File: config.mk
export PLATFORM = sky130hd
export DESIGN_NAME = async_fifo_wr_feeder
export DESIGN_NICKNAME = d
export VERILOG_FILES = /design/src/rtl/async_fifo_wr_feeder.sv
export SDC_FILE = /design/constraint.sdc
export NUM_CORES = 1
export LEC_CHECK = 0
export BUFFER_PORTS_ARGS = -buffer_cell sky130_fd_sc_hd__buf_2
export CORE_AREA = 2 2 68 70
export CTS_CLUSTER_SIZE = 14
export DETAILED_ROUTE_END_ITERATION = 6
export DIE_AREA = 0 0 70 72
export HOLD_SLACK_MARGIN = 0.03
export PLACE_DENSITY_LB_ADDON = 0.15
export SYNTH_ARGS = -nofsm -noshare
export SYNTH_HDL_FRONTEND = slang
export SYNTH_SLANG_ARGS = --single-unit
File: constraint.sdc
create_clock -name w_clk -period 4.92 [get_ports w_clk]
set_clock_uncertainty 0.1 [all_clocks]
set_input_delay 0.492 -clock w_clk [delete_from_list [all_inputs] [get_ports w_clk]]
set_output_delay 0.492 -clock w_clk [all_outputs]
set_load 0.02 [all_outputs]
File: src/rtl/async_fifo_wr_feeder.sv
// Write-domain message serializer for the async FIFO write port.
// Accepts a message over valid/ready, pushes its bytes LSB first, and
// inserts one idle cycle after every push so that the FIFO's registered
// full flag is always up to date before the next write.
module async_fifo_wr_feeder #(
  parameter int DATA_WIDTH = 8,
  parameter int MSG_BYTES  = 4,
  parameter int LEN_WIDTH  = 3
) (
  input  logic                            w_clk,
  input  logic                            wrst_n,
  input  logic                            msg_valid,
  input  logic [MSG_BYTES*DATA_WIDTH-1:0] msg_data,
  input  logic [LEN_WIDTH-1:0]            msg_len,
  output logic                            msg_ready,
  input  logic                            wfull,
  output logic                            w_inc,
  output logic [DATA_WIDTH-1:0]           w_data,
  output logic                            busy,
  output logic                            done
);

  localparam int MSG_WIDTH = MSG_BYTES * DATA_WIDTH;
  localparam logic [LEN_WIDTH-1:0] MAX_LEN = LEN_WIDTH'(MSG_BYTES);
  localparam logic [LEN_WIDTH-1:0] ONE     = LEN_WIDTH'(1);

  typedef enum logic [1:0] {
    IDLE = 2'd0,
    PUSH = 2'd1,
    DONE = 2'd2
  } state_e;

  state_e                 state_q, state_d;
  logic [MSG_WIDTH-1:0]   shift_q, shift_d;
  logic [LEN_WIDTH-1:0]   remaining_q, remaining_d;
  logic                   gap_q, gap_d;
  logic [LEN_WIDTH-1:0]   len_clamped;

  // Oversized lengths are clamped to the payload size.
  assign len_clamped = (msg_len > MAX_LEN) ? MAX_LEN : msg_len;

  // Status outputs decode straight from the state register.
  assign msg_ready = (state_q == IDLE);
  assign busy      = (state_q != IDLE);
  assign done      = (state_q == DONE);
  assign w_data    = shift_q[DATA_WIDTH-1:0];

  // Next-state logic plus the combinational write strobe.
  always_comb begin
    // NOTE: every output of this block gets a default first, so no path can leave one unassigned and infer a latch.
    state_d     = state_q;
    shift_d     = shift_q;
    remaining_d = remaining_q;
    gap_d       = gap_q;
    w_inc       = 1'b0;

    case (state_q)
      IDLE: begin
        if (msg_valid) begin
          shift_d     = msg_data;
          remaining_d = len_clamped;
          gap_d       = 1'b0;
          state_d     = (len_clamped != '0) ? PUSH : DONE;
        end
      end

      PUSH: begin
        if (!wfull && !gap_q) begin
          // The FIFO samples w_inc on this same edge, so the entry is taken now.
          w_inc   = 1'b1;
          shift_d = shift_q >> DATA_WIDTH;
          gap_d   = 1'b1;
          if (remaining_q != '0) begin
            remaining_d = remaining_q - ONE;
          end
          if (remaining_q == ONE) begin
            state_d = DONE;
          end
        end else begin
          // A non-push cycle lets the full flag catch up with the last write.
          gap_d = 1'b0;
        end
      end

      DONE: begin
        state_d = IDLE;
      end

      default: begin
        state_d = IDLE;
      end
    endcase
  end

  // State register with asynchronous active-low reset.
  always_ff @(posedge w_clk or negedge wrst_n) begin
    // NOTE: sequential state uses non-blocking assignments so every flop samples the pre-edge values.
    if (!wrst_n) begin
      state_q     <= IDLE;
      shift_q     <= '0;
      remaining_q <= '0;
      gap_q       <= 1'b0;
    end else begin
      state_q     <= state_d;
      shift_q     <= shift_d;
      remaining_q <= remaining_d;
      gap_q       <= gap_d;
    end
  end

endmodule

# Word level (Yosys, flattened, before mapping)
# Cells that the tools add are included.
[word_totals] register_bits=38 in_bits=39
[op_classes] add_sub_neg=1 magnitude_cmp=1 eq_ne=7 mux=17 n_reduce_logical=12
[ops] cell="$mux W32" n=2
[ops] cell="$pmux W32 S2" n=1
[ops] cell="$mux W3" n=4
[ops] cell="$mux W2" n=4
[ops] cell="$ne A2 B2 Y1 const B" n=4
[ops] cell="$pmux W3 S2" n=1
[ops] cell="$reduce_and A3 Y1" n=2
[ops] cell="$reduce_bool A3 Y1" n=2
[ops] cell="$pmux W2 S2" n=1
[ops] cell="$reduce_and A4 Y1" n=1
[ops] cell="$reduce_bool A2 Y1" n=2
[ops] cell="$eq A3 B1 Y1 const B" n=1
[ops] cell="$gt A3 B3 Y1 const B" n=1
[ops] cell="$mux W1" n=3
[ops] cell="$sub A3 B1 Y3 const B" n=1
[ops] cell="$eq A2 B1 Y1 const B" n=1
[ops] cell="$eq A2 B2 Y1 const B" n=1
[ops] cell="$logic_not A1 Y1" n=2
[ops] cell="$logic_not A2 Y1" n=1
[ops] cell="$pmux W1 S2" n=1
[ops] cell="$reduce_and A2 Y1" n=1
[ops] cell="$logic_and A1 B1 Y1" n=1

# Logic depth before layout (Yosys ltp)
# Gate-level depths: netlist of run 1.
[logic_depth] depth_word=6 depth_mapped=6

# Worst setup path after synthesis of run 1
# OpenSTA, ideal clock, no wires.
[synth_timing] kind="flip-flop to flip-flop" start="reg state_q[1]" end="reg shift_q[2]" setup_time_ps=132 arrival_time_ps=1509 path_slack_ps=3179 path_stages_with_launch=7 period_less_slack_ps=1741 cell_sequence="dfrtp_1 > nor4b_4 > nor2_2 > buf_2 > buf_6 > nand2_1 > o21ai_1"
[synth_via] elab_chain_len=3
[synth_lines] item="start: declaration" line_no="33" rtl="state_e state_q, state_d;"
[synth_lines] item="start signal: assignment" line_no="104" rtl="state_q <= state_d;"
[synth_lines] item="$eq A2 B1 Y1 or $logic_not A2 Y1 (tied branches)" line_no="57" rtl="case (state_q)"
[synth_lines] item="$ne A2 B2 Y1 (no line) or $reduce_bool A2 Y1 (tied branches)"
[synth_lines] item="$reduce_and A3 Y1 (no line)"
[synth_lines] item="end signal: assignment" line_no="105" rtl="shift_q <= shift_d;"
[synth_lines] item="end: declaration" line_no="34" rtl="logic [MSG_WIDTH-1:0] shift_q, shift_d;"
# Parallel ways exist; a longest one is shown, timed or not.
# A chain may end at the register's enable or synchronous reset.

# Worst setup path after layout of run 1
[layout_timing] start="reg state_q[0]" end="out w_inc"
[layout_via] elab_chain_len=2
[layout_lines] item="$eq A2 B1 Y1" line_no="57"
[layout_lines] item="$mux W1" line_no="57"
[layout_lines] item="end: declaration" line_no="17" rtl="output logic w_inc,"
# Every way passes these cells.

==> impl_metrics.prom, run 1 <==
# TYPE chip_impl_metric gauge
chip_impl_metric{name="synth-seq-area-share",unit="%"} 50.63
chip_impl_metric{name="core_region_area",unit="mm^2"} 0.004264
chip_impl_info{name="synthMostInstantiatedCell",value="sky130_fd_sc_hd__dfrtp_1"} 1
chip_impl_metric{name="io_pins",unit=""} 51
chip_impl_info{name="critical_path.endpoint_type",value="output pin"} 1
chip_impl_metric{name="std_cell_rows",unit=""} 24
chip_impl_metric{name="antenna_left",unit=""} 0
chip_impl_metric{name="initial_core_util",unit="%"} 44.04
chip_impl_info{name="grt_setup_unrepaired",value="false"} 1
chip_impl_metric{name="cts.repair_timing.setup_buffer_count",unit=""} 0
chip_impl_metric{name="global_route.overflow_total",unit=""} 0
chip_impl_metric{name="tritoncts.num_buffers",unit=""} 5
chip_impl_metric{name="critical_path_peak_fanout",unit=""} 12
chip_impl_metric{name="leakagePower",unit="uW"} 0.001142
chip_impl_metric{name="track_usage",unit="%"} 15.39
chip_impl_metric{name="via_per_inst",unit=""} 4.940
chip_impl_info{name="setup.worst_path.start_class",value="flip-flop"} 1
chip_impl_metric{name="route.final.wire_length",unit="mm"} 3.492
chip_impl_info{name="cts_tree",value="built"} 1
chip_impl_metric{name="timing.critical_path.arrival",unit="ns"} 1.54
chip_impl_metric{name="area_of_the_die",unit="mm^2"} 0.005040
chip_impl_metric{name="critPathMaxStageDelay",unit="ns"} 0.59
chip_impl_info{name="path_class",value="reg2out"} 1
chip_impl_metric{name="synthesis.area",unit="mm^2"} 0.001878
chip_impl_metric{name="post_synth_num_cell_types",unit=""} 29
chip_impl_metric{name="yosys_warnings",unit=""} 0
chip_impl_metric{name="synth_top_area_share",unit="%"} 50.63
chip_impl_info{name="run_status",value="finished, final reports clean"} 1
chip_impl_metric{name="tritoncts_num_sinks",unit=""} 38
chip_impl_info{name="min_path_type",value="in2async"} 1
chip_impl_metric{name="ys_async_sr_fraction",unit="%"} 100.0
chip_impl_info{name="slowest_stage",value="sky130_fd_sc_hd__dfrtp_1"} 1
chip_impl_metric{name="p_per_area",unit="mW/mm^2"} 598.2
chip_impl_metric{name="drt_pass1_iterations",unit=""} 4
chip_impl_metric{name="grt_pass1_wl",unit="mm"} 6.196
chip_impl_metric{name="tightest_slew",unit="ns"} 1.061
chip_impl_metric{name="post-route-drc-count",unit=""} 0
chip_impl_metric{name="clkTransAtPathRegs",unit="ns"} 0.07
chip_impl_metric{name="weighted_congestion_reported_at_the_end_of_routability_driven_placement",unit=""} 0.7720
chip_impl_metric{name="clkLatencyLatePin",unit="ns"} 0.28
chip_impl_metric{name="cts_max_level",unit=""} 2
chip_impl_metric{name="period_share",unit="%"} 43.24
chip_impl_metric{name="area_growth_syn_to_layout",unit="%"} 14.26
chip_impl_metric{name="die_w",unit="um"} 70
chip_impl_metric{name="grt_max_degree",unit=""} 59
chip_impl_info{name="path_delay_family",value="flip-flops"} 1
chip_impl_metric{name="ys_seq_elements",unit=""} 38
chip_impl_metric{name="vdd_drop_max",unit="mV"} 0.2311
chip_impl_info{name="ys.flop_type",value="sky130_fd_sc_hd__dfrtp_1"} 1
chip_impl_metric{name="via_count_of_the_first_global_routing_pass",unit=""} 1456
chip_impl_metric{name="netlist_instances",unit=""} 175
chip_impl_info{name="synth_top_cells_by_area",value="sky130_fd_sc_hd__dfrtp_1 (51%), sky130_fd_sc_hd__mux2i_1 (13%), sky130_fd_sc_hd__o21ai_1 (5.3%)"} 1
chip_impl_metric{name="worstPathRequired",unit="ns"} 4.33
chip_impl_metric{name="cap_viol_max_count",unit=""} 0
chip_impl_metric{name="maximum_clock_rate",unit="MHz"} 470.0
chip_impl_info{name="post-synth-top-area-cell",value="sky130_fd_sc_hd__dfrtp_1"} 1
chip_impl_metric{name="crit_buf_inv",unit=""} 1
chip_impl_metric{name="diodes",unit=""} 0
chip_impl_metric{name="wl_per_cell",unit="um"} 13.08
chip_impl_metric{name="layout-drive-gt1-share",unit="%"} 28.37
chip_impl_metric{name="timing_hold_violations_final",unit=""} 0
chip_impl_metric{name="design.final.nets",unit=""} 257
chip_impl_metric{name="slew_violations",unit=""} 0
chip_impl_metric{name="maxSlewHeadroom",unit="%"} 29.08
chip_impl_metric{name="drt_iter0_drc",unit=""} 64
chip_impl_metric{name="synth_enable_flop_cells",unit=""} 0
chip_impl_metric{name="synth_nets",unit=""} 217
chip_impl_metric{name="average_instance_area_after_synthesis",unit="um^2"} 10.73
chip_impl_metric{name="timing.final.setup_violations",unit=""} 0
chip_impl_metric{name="cts.hold.buffers_added",unit=""} 0
chip_impl_metric{name="setup_tns_final",unit="ns"} 0
chip_impl_metric{name="ctsResizeCount",unit=""} 0
chip_impl_info{name="netlist_top_cells_count",value="sky130_fd_sc_hd__dfrtp_1 (38), sky130_fd_sc_hd__mux2i_1 (24), sky130_fd_sc_hd__nand2_1 (24)"} 1
chip_impl_metric{name="via_count",unit=""} 1319
chip_impl_metric{name="layout_min_cycle_time",unit="ns"} 2.128
chip_impl_metric{name="port_buffers",unit=""} 50
chip_impl_metric{name="post_detailed_placement_half_perimeter_wirelength",unit="mm"} 2.561
chip_impl_info{name="clock-root-buffer",value="sky130_fd_sc_hd__clkbuf_8"} 1
chip_impl_metric{name="antenna_found_initial",unit=""} 0
chip_impl_metric{name="die-height",unit="um"} 72
chip_impl_info{name="cp_cell_sequence",value="nor4b_4, buf_2"} 1
chip_impl_metric{name="hold_ws",unit="ns"} 0.2023
chip_impl_metric{name="clock_tree.buffer_depth",unit=""} 2
## routing by layer
metal  wire [um]  track usage [%]  part of all wire, %  up-vias
li1            -                -                    -      678
met5           0                0                    0        -
met3         183            3.889                  5.2        6
met1        1550            17.95                   44      602
met4          41            6.410                  1.2        0
met2        1716            27.20                   49       33
## placed cells by master, fill, tap and decap left out, types with 2 or more instances in the layout
cell type	instances
sky130_fd_sc_hd__a22o_1	8
sky130_fd_sc_hd__dfrtp_1	38
sky130_fd_sc_hd__a21oi_1	5
sky130_fd_sc_hd__o21ai_1	20
sky130_fd_sc_hd__buf_2	50
sky130_fd_sc_hd__nor2_1	5
sky130_fd_sc_hd__nand2_1	24
sky130_fd_sc_hd__nand2b_1	2
sky130_fd_sc_hd__inv_1	4
sky130_fd_sc_hd__nor2b_1	2
sky130_fd_sc_hd__ha_1	3
sky130_fd_sc_hd__clkbuf_1	2
sky130_fd_sc_hd__clkbuf_8	5
sky130_fd_sc_hd__mux2i_1	24
sky130_fd_sc_hd__or3_1	2
sky130_fd_sc_hd__o21ai_0	8
## power by group
part	switching (uW)	internal, uW
clock network	95.2	97.4
logic	324	241
registers	82.6	443
## logic make-up (layout without fill, tap and decap cells)
family	Yosys count	count (layout)	share of synthesized area, %
muxes	24	24	12.79
DFF	38	38	50.63
and+or+nand+nor	42	42	11.93
adders and majority gates	3	3	1.999
buffers and inverters	22	62	8.060
AOI/OAI and AO/OA	46	46	14.59
## stage by stage
stage	area, um^2	util, %	std cells	power [uW]	setup slack (ns)
after floorplan	1878	-	175	1034	3.179
after global placement	2069	48.53	260	1078	2.809
after detailed placement	2069	48.53	260	1105	2.756
after CTS	2146	50.32	267	1303	2.782
after global routing	2146	50.32	267	1403	2.584
final	2146	50.32	267	1284	2.792
## final timing paths
kind | start | endpoint | slack [ns] | depth (start not counted)
setup reg to reg | state_q[0] | shift_q[11] | 2.85 | 3
max in group asynchronous | wrst_n | remaining_q[2] | 4.00 | 1
min in group w_clk | msg_data[25] | shift_q[25] | 0.33 | 2
hold reg to reg | shift_q[0] | shift_q[0] | 0.38 | 2
setup / recovery | state_q[0] | w_inc | 2.79 | 2
hold / removal | wrst_n | shift_q[0] | 0.20 | 1
## cell type report
type	count	area, um^2
Fill cell	394	2118
Sequential cell	38	950.9
Multi-Input combinational cell	115	780.7
Timing Repair Buffer	51	257.7
Clock buffer	7	76.32
Tap cell	52	65.06
Inverter	4	15.01
## state kept, by name (all words and copies together) (netlist names)
name	cells
remaining_q	3
state_q	2
shift_q	32
gap_q	1
## worst reg2reg max path, stage by stage, from the launching register on
cell	delay (ns)
sky130_fd_sc_hd__dfrtp_1	0.52
sky130_fd_sc_hd__nor4b_4	0.22
sky130_fd_sc_hd__nor2_4	0.83
sky130_fd_sc_hd__o21ai_0	0.24
(Power assumes the default switching activity.)
==> inputs of run 2 (changes only) <==
clock period = 1.9 ns   (was 4.92 ns; I/O delays follow)
==> run 2 against run 1 <==
Compared with the run above:
- die area unchanged
- critical path depth unchanged
- worst setup slack got worse by 2.7 ns
- register-to-register slack got worse by 2.7 ns
- design area increased by 7.9%
- first-iteration DRC count decreased by 11%
- non-clock buffer count increased by 12
- final cell count increased by 4.5%
- critical path type unchanged
- critical endpoint unchanged
==> impl_metrics.prom, run 2 (synthesis results as in run 1) <==
# TYPE chip_impl_metric gauge
chip_impl_metric{name="route.final.wire_length",unit="mm"} 3.631
chip_impl_info{name="globalRoute.busiestLayer",value="met2"} 1
chip_impl_info{name="clock-root-buffer",value="sky130_fd_sc_hd__clkbuf_8"} 1
chip_impl_metric{name="maxSlewHeadroom",unit="%"} 45.31
chip_impl_metric{name="tritoncts.num_buffers",unit=""} 5
chip_impl_metric{name="area_growth_syn_to_layout",unit="%"} 23.25
chip_impl_metric{name="tritoncts_num_sinks",unit=""} 38
chip_impl_metric{name="clkTransAtPathRegs",unit="ns"} 0.07
chip_impl_metric{name="leakagePower",unit="uW"} 0.001225
chip_impl_info{name="biggestRegsByFlops",value="shift_q x32, remaining_q x3, state_q x2"} 1
chip_impl_info{name="path_delay_family",value="flip-flops"} 1
chip_impl_metric{name="std_cell_rows",unit=""} 24
chip_impl_info{name="crit_path_start",value="state_q[1]"} 1
chip_impl_metric{name="die-height",unit="um"} 72
chip_impl_metric{name="cell_total_after_placement",unit=""} 265
chip_impl_metric{name="slew_violations",unit=""} 0
chip_impl_metric{name="drt_pass1_iterations",unit=""} 4
chip_impl_metric{name="port_buffers",unit=""} 50
chip_impl_info{name="critical_path.reg2reg.endpoint",value="shift_q[31]"} 1
chip_impl_info{name="most_frequent_standard_cell_in_the_layout_excluding_fill_and_tap_cells",value="sky130_fd_sc_hd__buf_2"} 1
chip_impl_metric{name="p_per_area",unit="mW/mm^2"} 1578
chip_impl_metric{name="via_count",unit=""} 1381
chip_impl_metric{name="maximum_clock_rate",unit="MHz"} 564.2
chip_impl_metric{name="timing_hold_violations_final",unit=""} 0
chip_impl_metric{name="largest_register_ff_count",unit=""} 32
chip_impl_metric{name="cap_viol_max_count",unit=""} 0
chip_impl_metric{name="setup_tns_final",unit="ns"} 0
chip_impl_metric{name="design.final.nets",unit=""} 269
chip_impl_metric{name="initial_core_util",unit="%"} 44.04
chip_impl_metric{name="timing.critical_path.arrival",unit="ns"} 1.48
chip_impl_metric{name="area_of_the_die",unit="mm^2"} 0.005040
chip_impl_metric{name="critPathMaxStageDelay",unit="ns"} 0.48
chip_impl_metric{name="timing.final.setup_violations",unit=""} 0
chip_impl_metric{name="crit_buf_inv",unit=""} 1
chip_impl_info{name="slowest_stage",value="sky130_fd_sc_hd__dfrtp_1"} 1
chip_impl_info{name="cts_tree",value="built"} 1
chip_impl_metric{name="clock_tree.buffer_depth",unit=""} 2
chip_impl_metric{name="die_w",unit="um"} 70
chip_impl_metric{name="setup_slack",unit="ns"} 0.1275
chip_impl_metric{name="antenna_left",unit=""} 0
chip_impl_metric{name="io_pins",unit=""} 51
chip_impl_metric{name="crit_cells",unit=""} 2
chip_impl_metric{name="global_route.overflow_total",unit=""} 0
chip_impl_info{name="setup.worst_path.start_class",value="flip-flop"} 1
chip_impl_metric{name="layout_min_cycle_time",unit="ns"} 1.773
chip_impl_metric{name="tightest_slew",unit="ns"} 0.8204
chip_impl_metric{name="met3_usage",unit="%"} 3.889
chip_impl_info{name="min_path_type",value="in2reg"} 1
chip_impl_metric{name="post-route-drc-count",unit=""} 0
chip_impl_metric{name="setup.reg_to_reg.worst_slack",unit="ns"} 0.14
chip_impl_metric{name="track_usage",unit="%"} 15.67
chip_impl_metric{name="via_per_inst",unit=""} 4.950
chip_impl_metric{name="period_share",unit="%"} 93.29
chip_impl_metric{name="grt_max_degree",unit=""} 39
chip_impl_metric{name="n_fill_cell",unit=""} 387
chip_impl_metric{name="vdd_drop_max",unit="mV"} 0.8257
chip_impl_metric{name="via_count_of_the_first_global_routing_pass",unit=""} 1459
chip_impl_info{name="max_flop_register",value="shift_q"} 1
chip_impl_info{name="cp_cell_sequence",value="nor4b_4, buf_2"} 1
chip_impl_metric{name="weighted_congestion_reported_at_the_end_of_routability_driven_placement",unit=""} 0.7664
chip_impl_metric{name="ctsResizeCount",unit=""} 0
chip_impl_metric{name="layout-drive-gt1-share",unit="%"} 29.96
chip_impl_info{name="grt_setup_unrepaired",value="false"} 1
chip_impl_info{name="cp-endpoint",value="w_inc"} 1
chip_impl_metric{name="finish.cell_count_without_fillers",unit=""} 279
chip_impl_info{name="critical_path.endpoint_type",value="output pin"} 1
chip_impl_metric{name="worstPathRequired",unit="ns"} 1.61
chip_impl_metric{name="core_region_area",unit="mm^2"} 0.004264
chip_impl_metric{name="wl_per_cell",unit="um"} 13.01
chip_impl_metric{name="grt_util_met1",unit="%"} 19.08
chip_impl_info{name="rr_startpoint",value="state_q[1]"} 1
chip_impl_metric{name="clkLatencyLatePin",unit="ns"} 0.28
chip_impl_metric{name="antenna_found_initial",unit=""} 0
chip_impl_metric{name="drt_iter0_drc",unit=""} 57
chip_impl_info{name="final_cell_mix",value="sky130_fd_sc_hd__buf_2 (50), sky130_fd_sc_hd__dfrtp_1 (38), sky130_fd_sc_hd__mux2i_1 (24), sky130_fd_sc_hd__nand2_1 (24), sky130_fd_sc_hd__o21ai_1 (20)"} 1
chip_impl_metric{name="post_detailed_placement_half_perimeter_wirelength",unit="mm"} 2.705
chip_impl_info{name="run_status",value="finished, final reports clean"} 1
chip_impl_metric{name="dpl_worst_slack",unit="ns"} 0.1504
chip_impl_info{name="path_class",value="reg2out"} 1
chip_impl_metric{name="use_met2",unit="%"} 27.20
chip_impl_metric{name="grt_pass1_wl",unit="mm"} 6.341
chip_impl_metric{name="diodes",unit=""} 0
chip_impl_metric{name="reg2reg_depth",unit=""} 4
chip_impl_metric{name="critical_path_peak_fanout",unit=""} 8
chip_impl_metric{name="cts_max_level",unit=""} 2
## run 2: final cells by class
| cell class | instances | area, um^2 | area share, % |
|---|---|---|---|
| Clock inverter | 1 | 30.03 | 1.297 |
| Inverter | 4 | 15.01 | 0.6486 |
| Clock buffer | 6 | 82.58 | 3.568 |
| Timing Repair Buffer | 63 | 390.4 | 16.86 |
| Sequential cell | 38 | 950.9 | 41.08 |
| Multi-Input combinational cell | 115 | 780.7 | 33.73 |
| Tap cell | 52 | 65.06 | 2.811 |
## run 2: layer usage
layer  share of wire [%]  up-vias
met1                  46      641
met3                 4.8        4
met4                 1.2        0
li1                    -      702
met5                   0        -
met2                  48       34
## run 2: stage by stage
stage               util (%)  instance area, um^2  total power, uW  hold WS, ns
CTS                    53.35                 2275             3690      0.03362
finish                 54.28                 2315             3653      0.04239
detailed placement     50.00                 2132             3000       0.2355
floorplan                  -                 1878             2678      -0.2056
global placement       50.00                 2132             2926       0.2216
global route           54.28                 2315             3959      0.03035
## run 2: repair_timing
| item | 4_1_cts | 5_1_grt |
|---|---|---|
| setup buffers | 0 | 0 |
| hold buffers | 3 | 4 |
| hold endpoints to repair | 40 | 4 |
## run 2: how the worst min path moves through the flow
| stage | from | endpoint | slack (ns) | depth (start not counted) |
|---|---|---|---|---|
| 6_report | msg_data[24] | shift_q[24] | 0.04 | 2 |
| 5_1_grt | msg_data[24] | shift_q[24] | 0.03 | 2 |
| 4_1_cts | msg_data[30] | shift_q[30] | 0.03 | 2 |
| 3_5_place_dp | wrst_n | shift_q[0] | 0.24 | 1 |
| 3_3_place_gp | wrst_n | shift_q[0] | 0.22 | 1 |
| 2_1_floorplan | wrst_n | gap_q | -0.21 | 0 |
## run 2: where the power goes
part           switching, uW  total [uW]  leakage (uW)  internal (uW)
clock network            259         679     0.0000573            420
registers                209        1360      0.000490           1150
logic                    878        1620      0.000677            740
total                   1350        3650       0.00122           2310
==> inputs of run 3 (changes only) <==
PLACE_DENSITY = 0.71   (was default)
PLACE_DENSITY_LB_ADDON = default   (was 0.15)
==> run 3 against run 2 <==
Compared with the run above:
- core utilization is 0.88 points higher
- non-clock buffer count is 1 higher
- flip-flop and latch count stayed put
- die area stayed put
- fmax is 0.34% lower
- first-iteration DRC count is 26% higher
- register-to-register slack better by 0.04 ns
- clock power is 24% higher
- global-route usage is 0.096 points lower
- sequential power hardly changed
- combinational power hardly changed
- critical path depth stayed put
- largest cell class unchanged
- largest power group unchanged
==> impl_metrics.prom, run 3 (synthesis results as in run 1) <==
# TYPE chip_impl_metric gauge
chip_impl_metric{name="worstPathRequired",unit="ns"} 1.61
chip_impl_metric{name="timing.hold.worst_path_depth",unit=""} 2
chip_impl_metric{name="antenna_found_initial",unit=""} 0
chip_impl_metric{name="wl_per_cell",unit="um"} 12.93
chip_impl_metric{name="cts.hold.buffers_added",unit=""} 7
chip_impl_info{name="cp-endpoint",value="w_inc"} 1
chip_impl_metric{name="clkTransAtPathRegs",unit="ns"} 0.07
chip_impl_metric{name="p_per_area",unit="mW/mm^2"} 1612
chip_impl_metric{name="layout-drive-gt1-share",unit="%"} 30.57
chip_impl_info{name="cp_cell_sequence",value="nor4b_4, buf_2"} 1
chip_impl_metric{name="tightest_slew",unit="ns"} 0.4066
chip_impl_metric{name="cell_total_after_placement",unit=""} 266
chip_impl_metric{name="layout_min_cycle_time",unit="ns"} 1.779
chip_impl_metric{name="design.final.nets",unit=""} 270
chip_impl_info{name="critical_path.reg2reg.endpoint",value="shift_q[30]"} 1
chip_impl_metric{name="critPathMaxStageDelay",unit="ns"} 0.49
chip_impl_metric{name="maximum_clock_rate",unit="MHz"} 562.2
chip_impl_metric{name="reg2reg_depth",unit=""} 4
chip_impl_metric{name="cts.repair_timing.setup_buffer_count",unit=""} 0
chip_impl_metric{name="cts_max_level",unit=""} 2
chip_impl_metric{name="leakagePower",unit="uW"} 0.001244
chip_impl_metric{name="core_region_area",unit="mm^2"} 0.004264
chip_impl_info{name="final_cell_mix",value="sky130_fd_sc_hd__buf_2 (50), sky130_fd_sc_hd__dfrtp_1 (38), sky130_fd_sc_hd__mux2i_1 (24), sky130_fd_sc_hd__nand2_1 (24), sky130_fd_sc_hd__o21ai_1 (20)"} 1
chip_impl_metric{name="grt_max_degree",unit=""} 43
chip_impl_metric{name="timing.final.setup_violations",unit=""} 0
chip_impl_info{name="clock-root-buffer",value="sky130_fd_sc_hd__clkbuf_8"} 1
chip_impl_metric{name="via_per_inst",unit=""} 4.929
chip_impl_metric{name="area_growth_syn_to_layout",unit="%"} 25.25
chip_impl_info{name="min_path_type",value="in2reg"} 1
chip_impl_info{name="critical_path.endpoint_type",value="output pin"} 1
chip_impl_metric{name="area_of_the_die",unit="mm^2"} 0.005040
chip_impl_metric{name="port_buffers",unit=""} 50
chip_impl_info{name="rr_startpoint",value="state_q[1]"} 1
chip_impl_info{name="max_flop_register",value="shift_q"} 1
chip_impl_metric{name="vdd_drop_max",unit="mV"} 0.6357
chip_impl_metric{name="drt_iter0_drc",unit=""} 72
chip_impl_metric{name="setup_tns_final",unit="ns"} 0
chip_impl_metric{name="post-route-drc-count",unit=""} 0
chip_impl_metric{name="critical_path_peak_fanout",unit=""} 8
chip_impl_metric{name="via_count",unit=""} 1385
chip_impl_info{name="most_frequent_standard_cell_in_the_layout_excluding_fill_and_tap_cells",value="sky130_fd_sc_hd__buf_2"} 1
chip_impl_info{name="path_class",value="reg2out"} 1
chip_impl_metric{name="tritoncts_num_sinks",unit=""} 38
chip_impl_metric{name="io_pins",unit=""} 51
chip_impl_metric{name="clock_tree.buffer_depth",unit=""} 2
chip_impl_metric{name="route.final.wire_length",unit="mm"} 3.633
chip_impl_info{name="crit_path_start",value="state_q[1]"} 1
chip_impl_metric{name="largest_register_ff_count",unit=""} 32
chip_impl_metric{name="slew_violations",unit=""} 0
chip_impl_metric{name="period_share",unit="%"} 93.61
chip_impl_metric{name="seq_area",unit="um^2"} 950.9
chip_impl_metric{name="maxSlewHeadroom",unit="%"} 72.83
chip_impl_metric{name="cap_viol_max_count",unit=""} 0
chip_impl_metric{name="grt_pass1_wl",unit="mm"} 6.230
chip_impl_metric{name="drt_pass1_iterations",unit=""} 4
chip_impl_metric{name="initial_core_util",unit="%"} 44.04
chip_impl_info{name="grt_setup_unrepaired",value="false"} 1
chip_impl_info{name="setup.worst_path.start_class",value="flip-flop"} 1
chip_impl_metric{name="post_detailed_placement_half_perimeter_wirelength",unit="mm"} 2.681
chip_impl_metric{name="tritoncts.num_buffers",unit=""} 5
chip_impl_metric{name="ctsResizeCount",unit=""} 0
chip_impl_info{name="slowest_stage",value="sky130_fd_sc_hd__dfrtp_1"} 1
chip_impl_metric{name="via_count_of_the_first_global_routing_pass",unit=""} 1381
chip_impl_metric{name="multiInputGateArea",unit="um^2"} 780.7
chip_impl_metric{name="timing_hold_violations_final",unit=""} 0
chip_impl_metric{name="diodes",unit=""} 0
chip_impl_info{name="biggestRegsByFlops",value="shift_q x32, remaining_q x3, state_q x2"} 1
chip_impl_metric{name="timing.critical_path.arrival",unit="ns"} 1.49
chip_impl_metric{name="hold_ws",unit="ns"} 0.03440
chip_impl_metric{name="antenna_left",unit=""} 0
chip_impl_metric{name="weighted_congestion_reported_at_the_end_of_routability_driven_placement",unit=""} 0.8058
chip_impl_metric{name="n_fill_cell",unit=""} 393
chip_impl_metric{name="track_usage",unit="%"} 15.58
chip_impl_metric{name="setup.reg_to_reg.worst_slack",unit="ns"} 0.18
chip_impl_info{name="run_status",value="finished, final reports clean"} 1
chip_impl_info{name="cts_tree",value="built"} 1
chip_impl_metric{name="finish.cell_count_without_fillers",unit=""} 281
chip_impl_metric{name="std_cell_rows",unit=""} 24
chip_impl_metric{name="die-height",unit="um"} 72
chip_impl_metric{name="clkLatencyLatePin",unit="ns"} 0.29
chip_impl_metric{name="global_route.overflow_total",unit=""} 0
chip_impl_metric{name="die_w",unit="um"} 70
[run 3: cell types whose count changed in the layout (fill, tap and decap cells not counted), sizes merged]
cell,delta
bufinv,+1
buf,+1
[run 3: routing by layer]
layer | global-route usage [%] | up-vias | routed length (um)
met2 | 24.34 | 36 | 1635
met1 | 20.52 | 632 | 1761
met4 | 6.838 | 0 | 99
li1 | - | 705 | -
met5 | 0 | - | 0
met3 | 4.306 | 12 | 138
[run 3: worst max-delay path: cells and delay by family, from the launching register on]
kind          cells  cell delay, ns
flops             1            0.49
buf+inv           1            0.26
simple gates      1            0.46
[run 3: layout make-up]
cell class	count	area share [%]
Clock buffer	6	3.511
Clock inverter	2	2.553
Inverter	4	0.6383
Multi-Input combinational cell	115	33.19
Sequential cell	38	40.43
Tap cell	52	2.766
Timing Repair Buffer	64	16.91
[run 3: worst min-delay path by stage]
stage                       from           to  slack [ns]
finish              msg_data[26]  shift_q[26]        0.03
CTS                 msg_data[26]  shift_q[26]        0.03
detailed placement        wrst_n  shift_q[30]       0.005
global route        msg_data[26]  shift_q[26]        0.03
floorplan                 wrst_n        gap_q       -0.21
global placement          wrst_n  shift_q[31]      0.0003
[run 3: stage by stage]
step | utilization, % | setup slack (ns) | total power (uW) | instance area, um^2
6_report | 55.16 | 0.1213 | 3792 | 2352
5_1_grt | 55.16 | 0.04510 | 4088 | 2352
4_1_cts | 55.16 | 0.1207 | 3828 | 2352
3_5_place_dp | 50.18 | 0.1820 | 2975 | 2140
3_3_place_gp | 50.18 | 0.2279 | 2923 | 2140
2_1_floorplan | - | 0.1592 | 2678 | 1878
[run 3: power breakdown]
group / total [uW] / switching (uW) / internal, uW / leakage (uW)
Combinational: 1590 / 865 / 726 / 0.000682
Clock: 843 / 283 / 560 / 0.0000714
Sequential: 1360 / 212 / 1150 / 0.000490
Total: 3790 / 1360 / 2430 / 0.00124
